--- config.mk ---
export PLATFORM = sky130hd
export DESIGN_NAME = mem_access_unit
export DESIGN_NICKNAME = d
export VERILOG_FILES = /design/src/rtl/mem_access_unit_pkg.sv /design/src/rtl/mem_lane_align.sv /design/src/rtl/mem_access_unit.sv
export SDC_FILE = /design/constraint.sdc
export NUM_CORES = 1
export LEC_CHECK = 0
export CAP_MARGIN = 25
export CELL_PAD_IN_SITES_DETAIL_PLACEMENT = 0
export CELL_PAD_IN_SITES_GLOBAL_PLACEMENT = 2
export CORE_UTILIZATION = 36
export CTS_CLUSTER_DIAMETER = 60
export DETAILED_ROUTE_END_ITERATION = 8
export DONT_BUFFER_PORTS = 1
export PLACE_DENSITY_LB_ADDON = 0.1
export RECOVER_POWER = 25
export SETUP_SLACK_MARGIN = 0.15
export SKIP_CTS_REPAIR_TIMING = 1
export SLEW_MARGIN = 20
export SYNTH_ARGS = -nofsm -noshare
export SYNTH_HDL_FRONTEND = slang
export SYNTH_SLANG_ARGS = --single-unit
export TNS_END_PERCENT = 1
--- constraint.sdc ---
create_clock -name clk -period 2.6 [get_ports clk]
set_input_delay 0.39 -clock clk [delete_from_list [all_inputs] [get_ports clk]]
set_output_delay 0.39 -clock clk [all_outputs]
set_load 0.02 [all_outputs]
--- src/rtl/mem_access_unit_pkg.sv ---
// Shared types for the data-RAM initiator: word/address widths, access size
// encoding and the alignment rule used when a request is accepted.
package mem_access_unit_pkg;

    localparam int WORD_W     = 32;
    localparam int RAM_ADDR_W = 16;

    typedef logic [WORD_W-1:0]     Word;
    typedef logic [RAM_ADDR_W-1:0] RamAddress;

    typedef enum logic [1:0] {
        MEM_BYTE = 2'd0,
        MEM_HALF = 2'd1,
        MEM_WORD = 2'd2
    } MemSize;

    // Bytes never misalign; halves need addr[0]=0; words need addr[1:0]=0.
    function automatic logic is_misaligned(input MemSize size, input logic [1:0] lo);
        logic mis;
        case (size)
            MEM_BYTE: mis = 1'b0;
            MEM_HALF: mis = lo[0];
            default:  mis = |lo;
        endcase
        return mis;
    endfunction

endpackage

--- src/rtl/mem_lane_align.sv ---
// Little-endian lane handling shared by the load and merge paths: extracts and
// extends a load value, and builds a merged store word from the current RAM word.
module mem_lane_align
    import mem_access_unit_pkg::*;
(
    input  Word        word_i,
    input  logic [1:0] addr_i,
    input  MemSize     size_i,
    input  logic       unsigned_i,
    input  Word        store_data_i,
    output Word        load_o,
    output Word        merged_o
);

    logic [7:0]  byte_lane;
    logic [15:0] half_lane;
    logic [3:0]  lane_sel;
    Word         store_lanes;

    always_comb begin
        byte_lane   = word_i[{addr_i, 3'b000} +: 8];
        half_lane   = addr_i[1] ? word_i[31:16] : word_i[15:0];
        load_o      = word_i;
        lane_sel    = 4'b1111;
        store_lanes = store_data_i;
        case (size_i)
            MEM_BYTE: begin
                load_o      = {{24{~unsigned_i & byte_lane[7]}}, byte_lane};
                lane_sel    = 4'b0001 << addr_i;
                store_lanes = {4{store_data_i[7:0]}};
            end
            MEM_HALF: begin
                load_o      = {{16{~unsigned_i & half_lane[15]}}, half_lane};
                lane_sel    = addr_i[1] ? 4'b1100 : 4'b0011;
                store_lanes = {2{store_data_i[15:0]}};
            end
            default: ;
        endcase
    end

    // Store data is replicated across all lanes so each byte lane only
    // has to choose between the new value and the word read from RAM.
    genvar gi;
    generate
        for (gi = 0; gi < 4; gi++) begin : g_lane
            assign merged_o[8*gi +: 8] = lane_sel[gi] ? store_lanes[8*gi +: 8]
                                                      : word_i[8*gi +: 8];
        end
    endgenerate

endmodule

--- src/rtl/mem_access_unit.sv ---
// Initiator for the word-wide data RAM: accepts byte/half/word loads and stores,
// extends loads, performs read-modify-write for sub-word stores, flags misalignment.
module mem_access_unit
    import mem_access_unit_pkg::*;
(
    input  logic      clk,
    input  logic      rst_n,
    input  logic      req_valid,
    output logic      req_ready,
    input  logic      req_write,
    input  MemSize    req_size,
    input  logic      req_unsigned,
    input  RamAddress req_address,
    input  Word       req_data,
    output logic      resp_valid,
    input  logic      resp_ready,
    output Word       resp_data,
    output logic      resp_error,
    output logic      ram_write_enable,
    output RamAddress ram_address,
    output Word       ram_in,
    input  Word       ram_out
);

    typedef enum logic [2:0] {
        S_IDLE,
        S_LOAD,
        S_MERGE,
        S_STORE,
        S_RESP
    } state_t;

    state_t    state_q, state_d;
    RamAddress addr_q, addr_d;
    MemSize    size_q, size_d;
    logic      unsigned_q, unsigned_d;
    Word       sdata_q, sdata_d;
    Word       wbuf_q, wbuf_d;
    Word       rdata_q, rdata_d;
    logic      rerr_q, rerr_d;

    logic      store_phase;
    Word       load_value;
    Word       merged_word;
    RamAddress word_addr;

    assign word_addr = {addr_q[RAM_ADDR_W-1:2], 2'b00};

    mem_lane_align u_align (
        .word_i       (ram_out),
        .addr_i       (addr_q[1:0]),
        .size_i       (size_q),
        .unsigned_i   (unsigned_q),
        .store_data_i (sdata_q),
        .load_o       (load_value),
        .merged_o     (merged_word)
    );

    always_comb begin
        state_d     = state_q;
        addr_d      = addr_q;
        size_d      = size_q;
        unsigned_d  = unsigned_q;
        sdata_d     = sdata_q;
        wbuf_d      = wbuf_q;
        rdata_d     = rdata_q;
        rerr_d      = rerr_q;
        req_ready   = 1'b0;
        resp_valid  = 1'b0;
        ram_address = '0;
        ram_in      = '0;
        store_phase = 1'b0;
        case (state_q)
            S_IDLE: begin
                req_ready = 1'b1;
                if (req_valid) begin
                    addr_d     = req_address;
                    size_d     = req_size;
                    unsigned_d = req_unsigned;
                    sdata_d    = req_data;
                    rdata_d    = '0;
                    rerr_d     = is_misaligned(req_size, req_address[1:0]);
                    if (is_misaligned(req_size, req_address[1:0])) begin
                        state_d = S_RESP;
                    end else if (!req_write) begin
                        state_d = S_LOAD;
                    end else if (req_size == MEM_WORD) begin
                        wbuf_d  = req_data;
                        state_d = S_STORE;
                    end else begin
                        state_d = S_MERGE;
                    end
                end
            end
            S_LOAD: begin
                ram_address = word_addr;
                rdata_d     = load_value;
                state_d     = S_RESP;
            end
            S_MERGE: begin
                ram_address = word_addr;
                wbuf_d      = merged_word;
                state_d     = S_STORE;
            end
            S_STORE: begin
                ram_address = word_addr;
                ram_in      = wbuf_q;
                store_phase = 1'b1;
                state_d     = S_RESP;
            end
            S_RESP: begin
                resp_valid = 1'b1;
                if (resp_ready) begin
                    state_d = S_IDLE;
                end
            end
            default: state_d = S_IDLE;
        endcase
    end

    // Gated by rst_n so a reset landing on the STORE cycle never reaches the RAM.
    assign ram_write_enable = store_phase && rst_n;
    assign resp_data        = rdata_q;
    assign resp_error       = rerr_q;

    always_ff @(posedge clk) begin
        if (!rst_n) begin
            state_q    <= S_IDLE;
            addr_q     <= '0;
            size_q     <= MEM_BYTE;
            unsigned_q <= 1'b0;
            sdata_q    <= '0;
            wbuf_q     <= '0;
            rdata_q    <= '0;
            rerr_q     <= 1'b0;
        end else begin
            state_q    <= state_d;
            addr_q     <= addr_d;
            size_q     <= size_d;
            unsigned_q <= unsigned_d;
            sdata_q    <= sdata_d;
            wbuf_q     <= wbuf_d;
            rdata_q    <= rdata_d;
            rerr_q     <= rerr_d;
        end
    end

endmodule

==> out/results.tsv <==
metric	value	unit
min_to	wbuf_q[10]	
initial_core_util	36.9	%
grt_start_max_net_pins	83	
seq_area_frac_synth	38.9	%
worst_pin_slew	1.09	ns
clock_latency	0.41	ns
rows	47	
synth_area	6120	µm²
timing.fmax	0.460	GHz
numClockSinks	119	
cts_root_buffer	clkbuf_16	
synth_top_area_share	38.9	%
drc	0	
wire_per_inst	21.6	µm
reg2reg_slack	0.43	ns
p_per_area	734	nW/µm²
status	finished clean	
skew	0.00698	ns
grt_pass1_vias	5417	
dr.pass1.iters	6	
fin_setup_tns	0	ns
hp-class	input port to flip-flop	
dpl_cell_area	6310	µm²
grt.overflow.total	0	
layout_min_cycle_time	2.17	ns
synthCells	766	
antenna_found_initial	0	
min_period_over_period	83.6	%
io_pins	172	
end_kind	flip-flop	
numCtsBuffers	17	
rr_worst_depth	5	
crit_type	flip-flop to flip-flop	
rsz0062_at_grt	no	
leakage	2.54	nW
reg2reg_to	wbuf_q[5]	
io_buffers	0	
yosysTopAreaCell	dfxtp_1	
critPathArrivalTime	2.53	ns
yosys_warnings	0	
fin_area	6870	µm²
layout-drive-gt1-share	9.52	%
yosysMostFrequentCell	nand2_1	
cp_max_fo	14	
hold_depth	2	
grt_pass1_wl	31900	µm
worstPathRequired	2.96	ns
maxSlewHeadroom	27.5	%
drt-initial-drc-count	484	
synth_cell_types	49	
fp.dieArea	17500	µm²
async_flop_share	0	%
cts_tree	yes	
finalSetupViolCount	0	
place.gp.congestion	0.871	
core-area	16600	µm²
timing.max_cap.violations	0	
synth_edf_count	0	
die_w	132	µm
die_y	132	µm
track_usage	23.9	%
cts.htree.levels	4	
reg2reg_from	state_q[0]	
ant_nets	0	
hpwlAfterDp	15800	µm
nets	831	
hold_viol	0	
vias_per_cell	5.74	
ir_drop	0.000475	V
synth_common_cells	137 x nand2_1, 119 x dfxtp_1, 66 x o21ai_0, 59 x clkbuf_1, 52 x a21boi_0	
n_antenna_cell	0	
drt-total-wl	21100	µm
layout-area-overhead-vs-synth	12.4	%
synthTopCellsByArea	dfxtp_1 39%, nand2_1 8.4%, a21boi_0 6.4%, o21ai_0 5.4%, and2_1 4.9%	
clkTransAtPathRegs	0.05	ns
vias	5599	
syn_avg_cell_area	7.99	µm²
yosys_most_used_dff	dfxtp_1	
clockBufferDepth	2	
final_max_slew_viol_count	0	
start_kind	flip-flop	
min_from	rst_n	
ys_ff_latch	119	
## routing by layer
layer / GRT usage [%] / part of all wire (%) / up-vias
met5: 0 / 0 / -
li1: - / - / 2673
met1: 29.9 / 43 / 2660
met4: 9.39 / 2.2 / 0
met3: 7.50 / 9.0 / 31
met2: 38.3 / 46 / 235
## power breakdown
| part | internal [mW] | switching (mW) |
|---|---|---|
| logic | 0.246 | 0.454 |
| clock network | 1.44 | 0.828 |
| registers | 1.95 | 0.127 |
## state kept, by name, summed over array words and instances, names as in the netlist
register,cells
resp_data,32
wbuf_q,32
size_q,2
addr_q,16
resp_error,1
sdata_q,32
state_q,3
unsigned_q,1
## placed cells by master (no fill, tap or decap), types with 16 or more instances in the layout
cell	instances
nand2_1	137
dfxtp_1	119
o21ai_0	66
a21boi_0	52
and2_1	48
a21oi_1	43
nand2b_1	29
a22o_1	24
buf_4	24
nor2_1	17
clkbuf_16	17
a31oi_1	16
## cell type report
cell class,count,area (µm²)
inverter,12,45.0
tap,220,275
multi-input combinational,566,3400
clock inverter,7,67.6
clock buffer,25,505
sequential,119,2380
timing repair buffer,27,200
fill,1796,9710
## logic make-up after synthesis
family          after synthesis  synth area share, %
other cells                   1               0.0613
flops                       119                 38.9
buf+inv                      82                 5.48
compound gates              278                 31.6
simple gates                277                 22.4
mux                           9                 1.51
## worst max-delay path, stage by stage, from the launching register on
cell and delay [ns]:
dfxtp_1 0.56, or2_2 0.35, o31ai_1 0.14, nor2b_1 0.61
buf_4 0.30, a221o_1 0.15
## stage by stage
stage | power (mW) | setup slack (ns) | cells | hold WS [ns] | util, %
6_report | 5.04 | 0.426 | 976 | 0.113 | 41.4
5_1_grt | 5.25 | 0.222 | 976 | 0.106 | 41.4
4_1_cts | 5.09 | 0.429 | 975 | 0.0840 | 41.5
3_5_place_dp | 2.82 | 0.456 | 943 | 0.453 | 38.0
3_3_place_gp | 2.81 | 0.530 | 943 | 0.446 | 38.0
2_1_floorplan | 2.61 | 0.613 | 767 | 0.439 | -
## how the worst max path moves through the flow
stage / from / end / depth (start not counted)
finish: state_q[0] / wbuf_q[5] / 5
detailed placement: state_q[0] / wbuf_q[4] / 5
global placement: state_q[2] / wbuf_q[2] / 5
CTS: state_q[1] / ram_address[7] / 5
floorplan: req_size[0] / wbuf_q[6] / 6
global route: state_q[0] / wbuf_q[3] / 5
(Power assumes the default switching activity.)
